### config.mk
export PLATFORM = sky130hd
export DESIGN_NAME = scl_staller_multi
export DESIGN_NICKNAME = d
export VERILOG_FILES = /design/src/rtl/scl_staller_multi.sv
export SDC_FILE = /design/constraint.sdc
export NUM_CORES = 1
export LEC_CHECK = 0
export CORE_AREA = 3 3 68 70
export DETAILED_ROUTE_END_ITERATION = 7
export DIE_AREA = 0 0 71 73
export DONT_BUFFER_PORTS = 1
export SETUP_SLACK_MARGIN = 0.2
export SLEW_MARGIN = 10
export SYNTH_ARGS = -nofsm -noshare
export SYNTH_HDL_FRONTEND = slang
export SYNTH_SLANG_ARGS = --single-unit
export TNS_END_PERCENT = 30
### constraint.sdc
create_clock -name i_stall_clk -period 2.6 [get_ports i_stall_clk]
set_clock_uncertainty 0.2 [all_clocks]
set_input_delay 0.39 -clock i_stall_clk [delete_from_list [all_inputs] [get_ports i_stall_clk]]
set_output_delay 0.39 -clock i_stall_clk [all_outputs]
set_load 0.01 [all_outputs]
### src/rtl/scl_staller_multi.sv
// rtl/scl_staller_multi.sv - programmable SCL stall generator with prescale, abort and four-phase handshake
module scl_staller_multi #(
    parameter int   CNT_W    = 8,
    parameter int   PRE_W    = 4,
    parameter logic SCL_IDLE = 1'b1
) (
    input  logic             i_stall_clk,
    input  logic             i_stall_rst,
    input  logic             i_stall_flag,
    input  logic [CNT_W-1:0] i_stall_cycles,
    input  logic [PRE_W-1:0] i_stall_prescale,
    input  logic [1:0]       i_stall_mode,
    input  logic             i_stall_abort,
    output logic             o_stall_done,
    output logic             o_scl_stall,
    output logic             o_stall_active,
    output logic [CNT_W-1:0] o_stall_remaining,
    output logic             o_stall_err
);

    typedef enum logic [1:0] {S_IDLE, S_STALL, S_DONE} state_t;

    localparam logic [CNT_W-1:0] CNT_ONE = {{(CNT_W-1){1'b0}}, 1'b1};
    localparam logic [PRE_W-1:0] PRE_ONE = {{(PRE_W-1){1'b0}}, 1'b1};

    state_t           r_state;
    logic [PRE_W-1:0] r_pre_cnt;
    logic [PRE_W-1:0] r_prescale;
    logic [1:0]       r_mode;
    logic             r_done;
    logic             r_scl;
    logic             r_active;
    logic [CNT_W-1:0] r_remaining;
    logic             r_err;
    logic             w_finish;

    // Last clock of the last unit, or abort; both land in the same DONE state.
    assign w_finish = i_stall_abort || (r_pre_cnt == '0 && r_remaining <= CNT_ONE);

    always_ff @(posedge i_stall_clk) begin
        if (i_stall_rst) begin
            r_state     <= S_IDLE;
            r_pre_cnt   <= '0;
            r_prescale  <= '0;
            r_mode      <= 2'b00;
            r_done      <= 1'b0;
            r_scl       <= SCL_IDLE;
            r_active    <= 1'b0;
            r_remaining <= '0;
            r_err       <= 1'b0;
        end else begin
            r_err <= 1'b0;
            case (r_state)
                S_IDLE: begin
                    if (i_stall_flag) begin
                        r_prescale <= i_stall_prescale;
                        r_mode     <= i_stall_mode;
                        if (i_stall_cycles == '0) begin
                            r_state <= S_DONE;
                            r_done  <= 1'b1;
                            r_err   <= 1'b1;
                        end else begin
                            r_state     <= S_STALL;
                            r_active    <= 1'b1;
                            r_remaining <= i_stall_cycles;
                            r_pre_cnt   <= i_stall_prescale;
                            r_scl       <= (i_stall_mode == 2'b01);
                            r_err       <= (i_stall_mode == 2'b11);
                        end
                    end
                end
                S_STALL: begin
                    if (w_finish) begin
                        r_state     <= S_DONE;
                        r_done      <= 1'b1;
                        r_active    <= 1'b0;
                        r_scl       <= SCL_IDLE;
                        r_remaining <= '0;
                        r_pre_cnt   <= '0;
                    end else if (r_pre_cnt != '0) begin
                        r_pre_cnt <= r_pre_cnt - PRE_ONE;
                    end else begin
                        r_pre_cnt   <= r_prescale;
                        r_remaining <= r_remaining - CNT_ONE;
                        if (r_mode == 2'b10) begin
                            r_scl <= ~r_scl;
                        end
                    end
                end
                S_DONE: begin
                    // Leaving only on a low flag keeps a held request from retriggering.
                    if (!i_stall_flag) begin
                        r_state <= S_IDLE;
                        r_done  <= 1'b0;
                    end
                end
                default: begin
                    r_state <= S_IDLE;
                end
            endcase
        end
    end

    assign o_stall_done      = r_done;
    assign o_scl_stall       = r_scl;
    assign o_stall_active    = r_active;
    assign o_stall_remaining = r_remaining;
    assign o_stall_err       = r_err;

endmodule

# [After elaboration in Yosys (flattened, before gate mapping)]
# Cells that the tools add are included.
[totals] romBits=0 ram_bits=0 reg_bits=24 mem_count=0 elab_cells=74 latch_bits=0
[op_classes] order_cmp=1 bitwise_logic=3 muxes=31 n_shift=0 mul=0 reduce_logical=16 eq_ne=12 div=0 n_addsub=2
[ops] cell="2-to-1 mux 8 bit" count=4
[ops] cell="2-to-1 mux 4 bit" count=4
[ops] cell="one-hot mux 8 bit (2 select lines)" count=1
[ops] cell="2-to-1 mux 1 bit" count=13
[ops] cell="!= test 2 bit, second input constant" count=5
[ops] cell="AND reduction 5 bit" count=2
[ops] cell="less-or-equal comparator 8 x 1 -> 1 bit, second input constant" count=1
[ops] cell="logical NOT 8 bit" count=1
[ops] cell="2-to-1 mux 2 bit" count=4
[ops] cell="one-hot mux 4 bit (2 select lines)" count=1
[ops] cell="AND reduction 4 bit" count=2
[ops] cell="subtractor 8 x 1 -> 8 bit, second input constant" count=1
[ops] cell="== test 2 bit, second input constant" count=3
[ops] cell="!= test 3 bit, second input constant" count=2
[ops] cell="one-hot mux 2 bit (3 select lines)" count=1
[ops] cell="AND reduction 3 bit" count=2
[ops] cell="== test 2 x 1 -> 1 bit, second input constant" count=2
[ops] cell="logical NOT 4 bit" count=1
[ops] cell="one-hot mux 1 bit (2 select lines)" count=2
[ops] cell="nonzero test 4 bit" count=1
[ops] cell="subtractor 4 x 1 -> 4 bit, second input constant" count=1
[ops] cell="NOT 1 bit" count=3
[ops] cell="one-hot mux 1 bit (3 select lines)" count=1
[ops] cell="nonzero test 3 bit" count=1
[ops] cell="other kinds (6)" count=6

# [Logic depth before layout (Yosys ltp)]
# Gate-level depths: netlist of the first run.
[depth] depth_word=5 mapped_depth=8 mapped_depth_nobuf=7

# [Least setup slack after synthesis of the first run]
# OpenSTA, ideal clock, no wires.
[synth_timing] path_kind="reg-to-reg" start="reg r_pre_cnt[0]" end="reg r_done, in the netlist o_stall_done" t_arrival_ps=1802 path_slack_ps=527 synth_period_minus_slack_ps=2073 setup_time_ps=71 stages_incl_launch_ff=9 path_cell_list="dfxtp_1 > inv_1 > ha_1 > nor3b_4 > nand4_2 > and2_4 > buf_6 > or3_1 > a21oi_1"
[synth_via] elab_chain_cells=5
[synth_lines] element="start, declared" line_no="27" rtl="logic [PRE_W-1:0] r_pre_cnt;"
[synth_lines] element="start signal, assigned" line_no="66" rtl="r_pre_cnt <= i_stall_prescale;"
[synth_lines] element="start signal, assigned" line_no="81" rtl="r_pre_cnt <= r_pre_cnt - PRE_ONE;"
[synth_lines] element="start signal, assigned" line_no="83" rtl="r_pre_cnt <= r_prescale;"
[synth_lines] element="logical NOT 4 bit" line_no="38" rtl="assign w_finish = i_stall_abort || (r_pre_cnt == '0 && r_remaining <= CNT_ONE);"
[synth_lines] element="logical AND 1 bit" line_no="38"
[synth_lines] element="logical OR 1 bit" line_no="38"
[synth_lines] element="!= test 2 bit (no source line)"
[synth_lines] element="AND reduction 5 bit (no source line)"
[synth_lines] element="end signal, assigned" line_no="46" rtl="r_done <= 1'b0;"
[synth_lines] element="end signal, assigned" line_no="60" rtl="r_done <= 1'b1;"
[synth_lines] element="end signal, assigned" line_no="75" rtl="r_done <= 1'b1;"
[synth_lines] element="end, declared" line_no="30" rtl="logic r_done;"
# Every way passes these cells.
# A chain may end at the register's enable or synchronous reset.

# [Final worst setup path of the first run]
# Ends and elaborated chain as after synthesis.

==> results.cfg, run 1 <==
[die]
die_h_um = 73
core_um2 = 4029
dieWidth_um = 71
initial_core_util_pct = 35.06
row_count = 23
io_pins = 30
dieArea_um2 = 5183

[setup_path]
r2r_cells = 7
required_ns = 2.60
timing.rr.end = o_stall_done$_SDFFE_PP0P_
slowest_stage = nor3b_4
rrSetupSlack_ns = 0.36
crit_chain = inv_1 -> ha_1 -> nor3b_4 -> nand4_2 -> and2_4 -> or3_1 -> a21oi_1
critical_path_class = reg2reg
cp.arrival_ns = 2.24
crit_family = simple AND/OR/NAND/NOR gates
reg2reg_from = r_pre_cnt[0]$_SDFFE_PP0P_
cp_slowest_stage_delay_ns = 0.38
crit_buf_inv = 1
start_kind = flop
critPathMaxFanout = 10
worstSetupEndpointType = flop

[routing]
drtIter0Drc = 147
route.detailed.drc = 0
viasPerCell = 6.050
postRouteAntennaNets = 0
vias = 1343
first_pass_iters = 6
wire_per_inst_um = 17.74
wirelength_mm = 3.938

[synthesis]
ys_seq_elements = 24
synth_edf_count = 0
synth.avg_cell_area_um2 = 8.165
synth-async-reset-ratio_pct = 0
syn_nets = 194
yosysSeqAreaShare_pct = 34.01
syn_inst = 173
ys_warn_count = 0
ys.flop_type = dfxtp_1
ys_types = 47
netlist_area_um2 = 1413

[grt]
grt_pass1_vias = 1344
grt_pass1_wl_mm = 6.458
grtUsageTotal_pct = 15.55
antenna_found_initial = 0
grt_max_degree = 19
grt_overflow = 0

[sta]
finalSetupTns_ns = 0
worst_slew_pin_slew_ns = 0.7578
hold_viol_final = 0
layout_min_cycle_time_ns = 2.238
setup_viol = 0
slew_violations = 0
fmax_mhz = 446.7
slew_headroom_pct = 49.32
period_share_pct = 86.09
rsz0062_at_grt = false

[finish]
n_fill_cell = 427
multi_input_area_um2 = 837.1
fin_nets = 194
drive_above_1_share_pct = 12.79
num_antenna_cells = 0
ff_latch_area_um2 = 481.7
mostFrequentLayoutCell = dfxtp_1
syn_to_final_growth_pct = 8.326
layout_common_cells = dfxtp_1 (23), nand2_1 (21), nor2_1 (17)

[placement]
place_hpwl_mm = 2.919
gp_congestion = 0.9872
portBuffers = 0

[clocking]
clk_latency_ns = 0.27
postCtsSetupBuffers = 0
root_buffer = clkbuf_8
numClockSinks = 24
clk_pin_slew_ns = 0.09
htree_num_levels = 1
max-clock-path-buffers = 2
cts_buffers = 3
cts_tree = built

[power_and_ir_drop]
power_density_nw_per_um2 = 707.3
total_power_mw = 1.082
p_leak_nw = 0.5596
seqPwrFrac_pct = 42.7
vdd_drop_max_uv = 383.0
combPwrFrac_pct = 26.8
internal_power_mw = 0.7310
switching_share_pct = 32.46
power.switching_mw = 0.3513
pwr-share-clk_pct = 30.5

[min_path]
hp-class = in2reg
worstHoldStart = i_stall_rst
whs_endpoint = o_stall_remaining[6]$_SDFFE_PP0P_
hold_depth = 1

[job]
cap_violations = 0

[status]
status = complete, no violations
==> final cells by class <==
| cell class | count | share of cell area [%] |
|---|---|---|
| flip-flops and latches | 24 | 31.48 |
| inverters | 10 | 2.453 |
| clock inverters | 1 | 1.962 |
| clock buffers | 3 | 2.698 |
| multi-input cells | 129 | 54.70 |
| repair buffers | 5 | 2.617 |
| well taps | 50 | 4.088 |
==> cell families (layout without fill, tap and decap cells) <==
| logic type | count (synthesis) | count (layout) | share of synthesized area (%) |
|---|---|---|---|
| AO/OA/AOI/OAI | 56 | 56 | 30.12 |
| multiplexers | 1 | 1 | 0.7086 |
| AND/OR/NAND/NOR | 69 | 69 | 25.42 |
| flip-flops | 24 | 24 | 34.01 |
| buffers and inverters | 20 | 19 | 7.086 |
| adder cells (fa/ha/maj) | 3 | 3 | 2.658 |
==> sequential cells by signal, summed over array words and instances (netlist names) <==
name,cells
o_stall_remaining,8
r_pre_cnt,4
r_prescale,4
r_mode,2
r_state,2
o_scl_stall,1
o_stall_active,1
o_stall_done,1
o_stall_err,1
==> cells in the mapped netlist (all sizes together) (5+ instances only) <==
cell type | count | area (um^2)
buf | 5 | 43.79
a21oi | 16 | 80.08
nand2 | 21 | 78.83
inv | 10 | 37.54
nor2 | 17 | 63.81
clkbuf | 5 | 18.77
dfxtp | 24 | 480.5
o21ai | 6 | 41.29
nor3 | 7 | 40.04
nor4 | 6 | 43.79
==> metrics by stage <==
step / worst slack [ns] / cell area [um^2] / util, % / hold slack, ns / instances
finish: 0.3616 / 1530 / 37.98 / 0.02842 / 222
global route: 0.2179 / 1530 / 37.98 / 0.01766 / 222
CTS: 0.2366 / 1524 / 37.83 / 0.01920 / 222
global placement: 0.3436 / 1443 / 35.81 / 0.2356 / 217
detailed placement: 0.2662 / 1443 / 35.81 / 0.2442 / 217
floorplan: 0.5273 / 1413 / - / 0.2312 / 173
==> power groups by stage <==
stage | clock network, mW | registers (mW) | logic [mW]
floorplan | 0 | 0.454 | 0.239
global placement | 0 | 0.466 | 0.274
detailed placement | 0 | 0.469 | 0.278
CTS | 0.342 | 0.461 | 0.285
global route | 0.352 | 0.468 | 0.327
finish | 0.330 | 0.462 | 0.290
==> worst register-to-register path, stage by stage, from the launching register on <==
cell     delay, ns
dfxtp_1       0.35
inv_1         0.08
ha_1          0.22
nor3b_4       0.38
nand4_2       0.19
and2_4        0.25
or3_1         0.35
a21oi_1       0.14
==> timing repair <==
item | 4_1_cts | 5_1_grt
endpoints found under the hold margin | 18 | 0
gates resized for setup | 0 | 2
hold buffers | 1 | 0
setup endpoints to repair | 0 | 3
==> worst max-delay path by stage <==
stage,from,to,slack [ns],cells past startpoint
CTS,o_stall_remaining[0]$_SDFFE_PP0P_,o_stall_remaining[7]$_SDFFE_PP0P_,0.24,7
global placement,o_stall_remaining[0]$_SDFFE_PP0P_,o_stall_remaining[7]$_SDFFE_PP0P_,0.34,7
finish,r_pre_cnt[0]$_SDFFE_PP0P_,o_stall_done$_SDFFE_PP0P_,0.36,7
detailed placement,o_stall_remaining[0]$_SDFFE_PP0P_,o_stall_remaining[7]$_SDFFE_PP0P_,0.27,7
floorplan,r_pre_cnt[0]$_SDFFE_PP0P_,o_stall_done$_SDFFE_PP0P_,0.53,8
global route,r_pre_cnt[0]$_SDFFE_PP0P_,o_stall_done$_SDFFE_PP0P_,0.22,7
==> routing by layer <==
layer	part of all wire (%)	vias up	GRT usage [%]
li1	-	646	-
met1	45	645	20.22
met2	46	46	23.79
met3	7.5	6	5.647
met4	0.79	0	5.428
met5	0	-	0
Note: power is estimated with default switching activity, not from simulation.
==> run 2, diff against run 1 <==
clock period = 2.7 ns   (was 2.6 ns; I/O delays follow)
==> results.cfg, run 2 (synthesized netlist as in run 1, its figures left out) <==
[status]
status = complete, no violations

[finish]
drive_above_1_share_pct = 11.56
multi_input_area_um2 = 837.1
ff_latch_area_um2 = 480.5
finalInstanceArea_um2 = 1541
largest_register_ffs = 8
layout.cells.non_filler = 223
syn_to_final_growth_pct = 9.123
n_fill_cell = 418
layout_common_cells = dfxtp_1 (24), nand2_1 (21), nor2_1 (17)
mostFrequentLayoutCell = dfxtp_1
fin_nets = 195
num_antenna_cells = 0

[setup_path]
slowest_stage = dfxtp_1
reg2reg_from = r_state[0]$_SDFFE_PP0P_
cp.arrival_ns = 2.24
crit_chain = or3b_1 -> o221a_4 -> o21a_1 -> and3_1 -> a31o_1
required_ns = 2.67
cp_slowest_stage_delay_ns = 0.56
rrSetupSlack_ns = 0.43
r2r_cells = 5
start_kind = flop
critical_path_class = reg2reg
timing.rr.end = o_stall_remaining[4]$_SDFFE_PP0P_
worstSetupEndpointType = flop
critPathMaxFanout = 10

[clocking]
root_buffer = clkbuf_8
numClockSinks = 24
postCtsSetupBuffers = 0
cts_tree = built
htree_num_levels = 1
clk_pin_slew_ns = 0.09
cts_buffers = 3
max-clock-path-buffers = 2
clk_latency_ns = 0.27

[power_and_ir_drop]
internal_power_mw = 0.7036
combPwrFrac_pct = 26.6
pwr-share-clk_pct = 30.6
power.switching_mw = 0.3410
vdd_drop_max_uv = 321.8
switching_share_pct = 32.65
power_density_nw_per_um2 = 677.7
p_leak_nw = 0.5625
seqPwrFrac_pct = 42.8

[placement]
gp_congestion = 0.8937
dp_slack_ns = 0.3745
portBuffers = 0
place_inst = 216
place_hpwl_mm = 2.986
dpl_cell_area_um2 = 1435

[sta]
fmax_mhz = 440.1
setup_viol = 0
rsz0062_at_grt = false
layout_min_cycle_time_ns = 2.272
worst_slew_pin_slew_ns = 0.6125
hold_viol_final = 0
period_share_pct = 84.16
slew_violations = 0
slew_headroom_pct = 59.03
finalWorstSetupSlack_ns = 0.4278
finalSetupTns_ns = 0

[die]
dieWidth_um = 71
core_um2 = 4029
dieArea_um2 = 5183
initial_core_util_pct = 35.06
io_pins = 30
row_count = 23
die_h_um = 73

[min_path]
hp-class = in2reg
whs_endpoint = r_pre_cnt[3]$_SDFFE_PP0P_
worstHoldStart = i_stall_rst
hold_depth = 1

[routing]
wire_per_inst_um = 18.19
vias = 1377
first_pass_iters = 4
postRouteAntennaNets = 0
route.detailed.drc = 0
wirelength_mm = 4.056
viasPerCell = 6.175
drtIter0Drc = 133

[grt]
grtUsageTotal_pct = 16.09
grt_pass1_vias = 1365
met3_usage_pct = 6.198
grt_overflow = 0
antenna_found_initial = 0
busiest_layer = met2
use_met1_pct = 21.12
grt_pass1_wl_mm = 6.589
grt_use_met2_pct = 23.79
grt_max_degree = 16

[job]
cap_violations = 0
-- run 2: cell count changes in the layout (fill, tap and decap cells not counted) --
| cell | change |
|---|---|
| buf_4 | -1 |
| dfxtp_1 | +1 |
| dlygate4sd3_1 | +2 |
| dfxtp_2 | -1 |
-- run 2: layout make-up --
type | instances | share of cell area (%)
inverter | 10 | 2.435
tap | 50 | 4.058
timing repair buffer | 6 | 3.409
sequential | 24 | 31.17
multi-input combinational | 129 | 54.30
clock buffer | 3 | 2.679
clock inverter | 1 | 1.948
-- run 2: worst max path at each step --
| stage | startpoint | to | depth (start not counted) |
|---|---|---|---|
| detailed placement | o_stall_remaining[0]$_SDFFE_PP0P_ | o_stall_remaining[7]$_SDFFE_PP0P_ | 7 |
| CTS | o_stall_remaining[0]$_SDFFE_PP0P_ | o_stall_remaining[7]$_SDFFE_PP0P_ | 7 |
| global placement | o_stall_remaining[0]$_SDFFE_PP0P_ | o_stall_remaining[7]$_SDFFE_PP0P_ | 7 |
| floorplan | r_pre_cnt[0]$_SDFFE_PP0P_ | o_stall_done$_SDFFE_PP0P_ | 8 |
| finish | r_state[0]$_SDFFE_PP0P_ | o_stall_remaining[4]$_SDFFE_PP0P_ | 5 |
| global route | o_stall_remaining[0]$_SDFFE_PP0P_ | o_stall_remaining[6]$_SDFFE_PP0P_ | 7 |
-- run 2: critical path: cells and delay by family (launching register included) --
kind	cells	cell delay, ns
AND/OR/NAND/NOR	2	0.74
AO/OA/AOI/OAI	3	0.67
flip-flops	1	0.56
-- run 2: through the flow --
stage	util (%)	power, mW	hold WS, ns
finish	38.26	1.045	0.02602
global route	38.26	1.107	0.02434
CTS	37.89	1.048	0.001058
detailed placement	35.62	0.7214	0.2441
global placement	35.62	0.7105	0.2349
floorplan	-	0.6673	0.2312
-- run 2: repair_timing --
action / CTS / global route
hold buffers: 2 / 1
setup endpoints to repair: 0 / 2
resized for setup: 0 / 1
endpoints found under the hold margin: 14 / 1
-- run 2: power groups by stage --
stage	sequential, mW	combinational (mW)	clock, mW
2_1_floorplan	0.438	0.230	0
3_3_place_gp	0.453	0.257	0
3_5_place_dp	0.455	0.266	0
4_1_cts	0.447	0.274	0.327
5_1_grt	0.453	0.309	0.344
6_report	0.447	0.278	0.319
-- run 2: per-layer routing --
metal,wire length (um),vias up
li1,-,650
met1,1731,650
met2,1858,63
met3,357,14
met4,108,0
met5,0,-
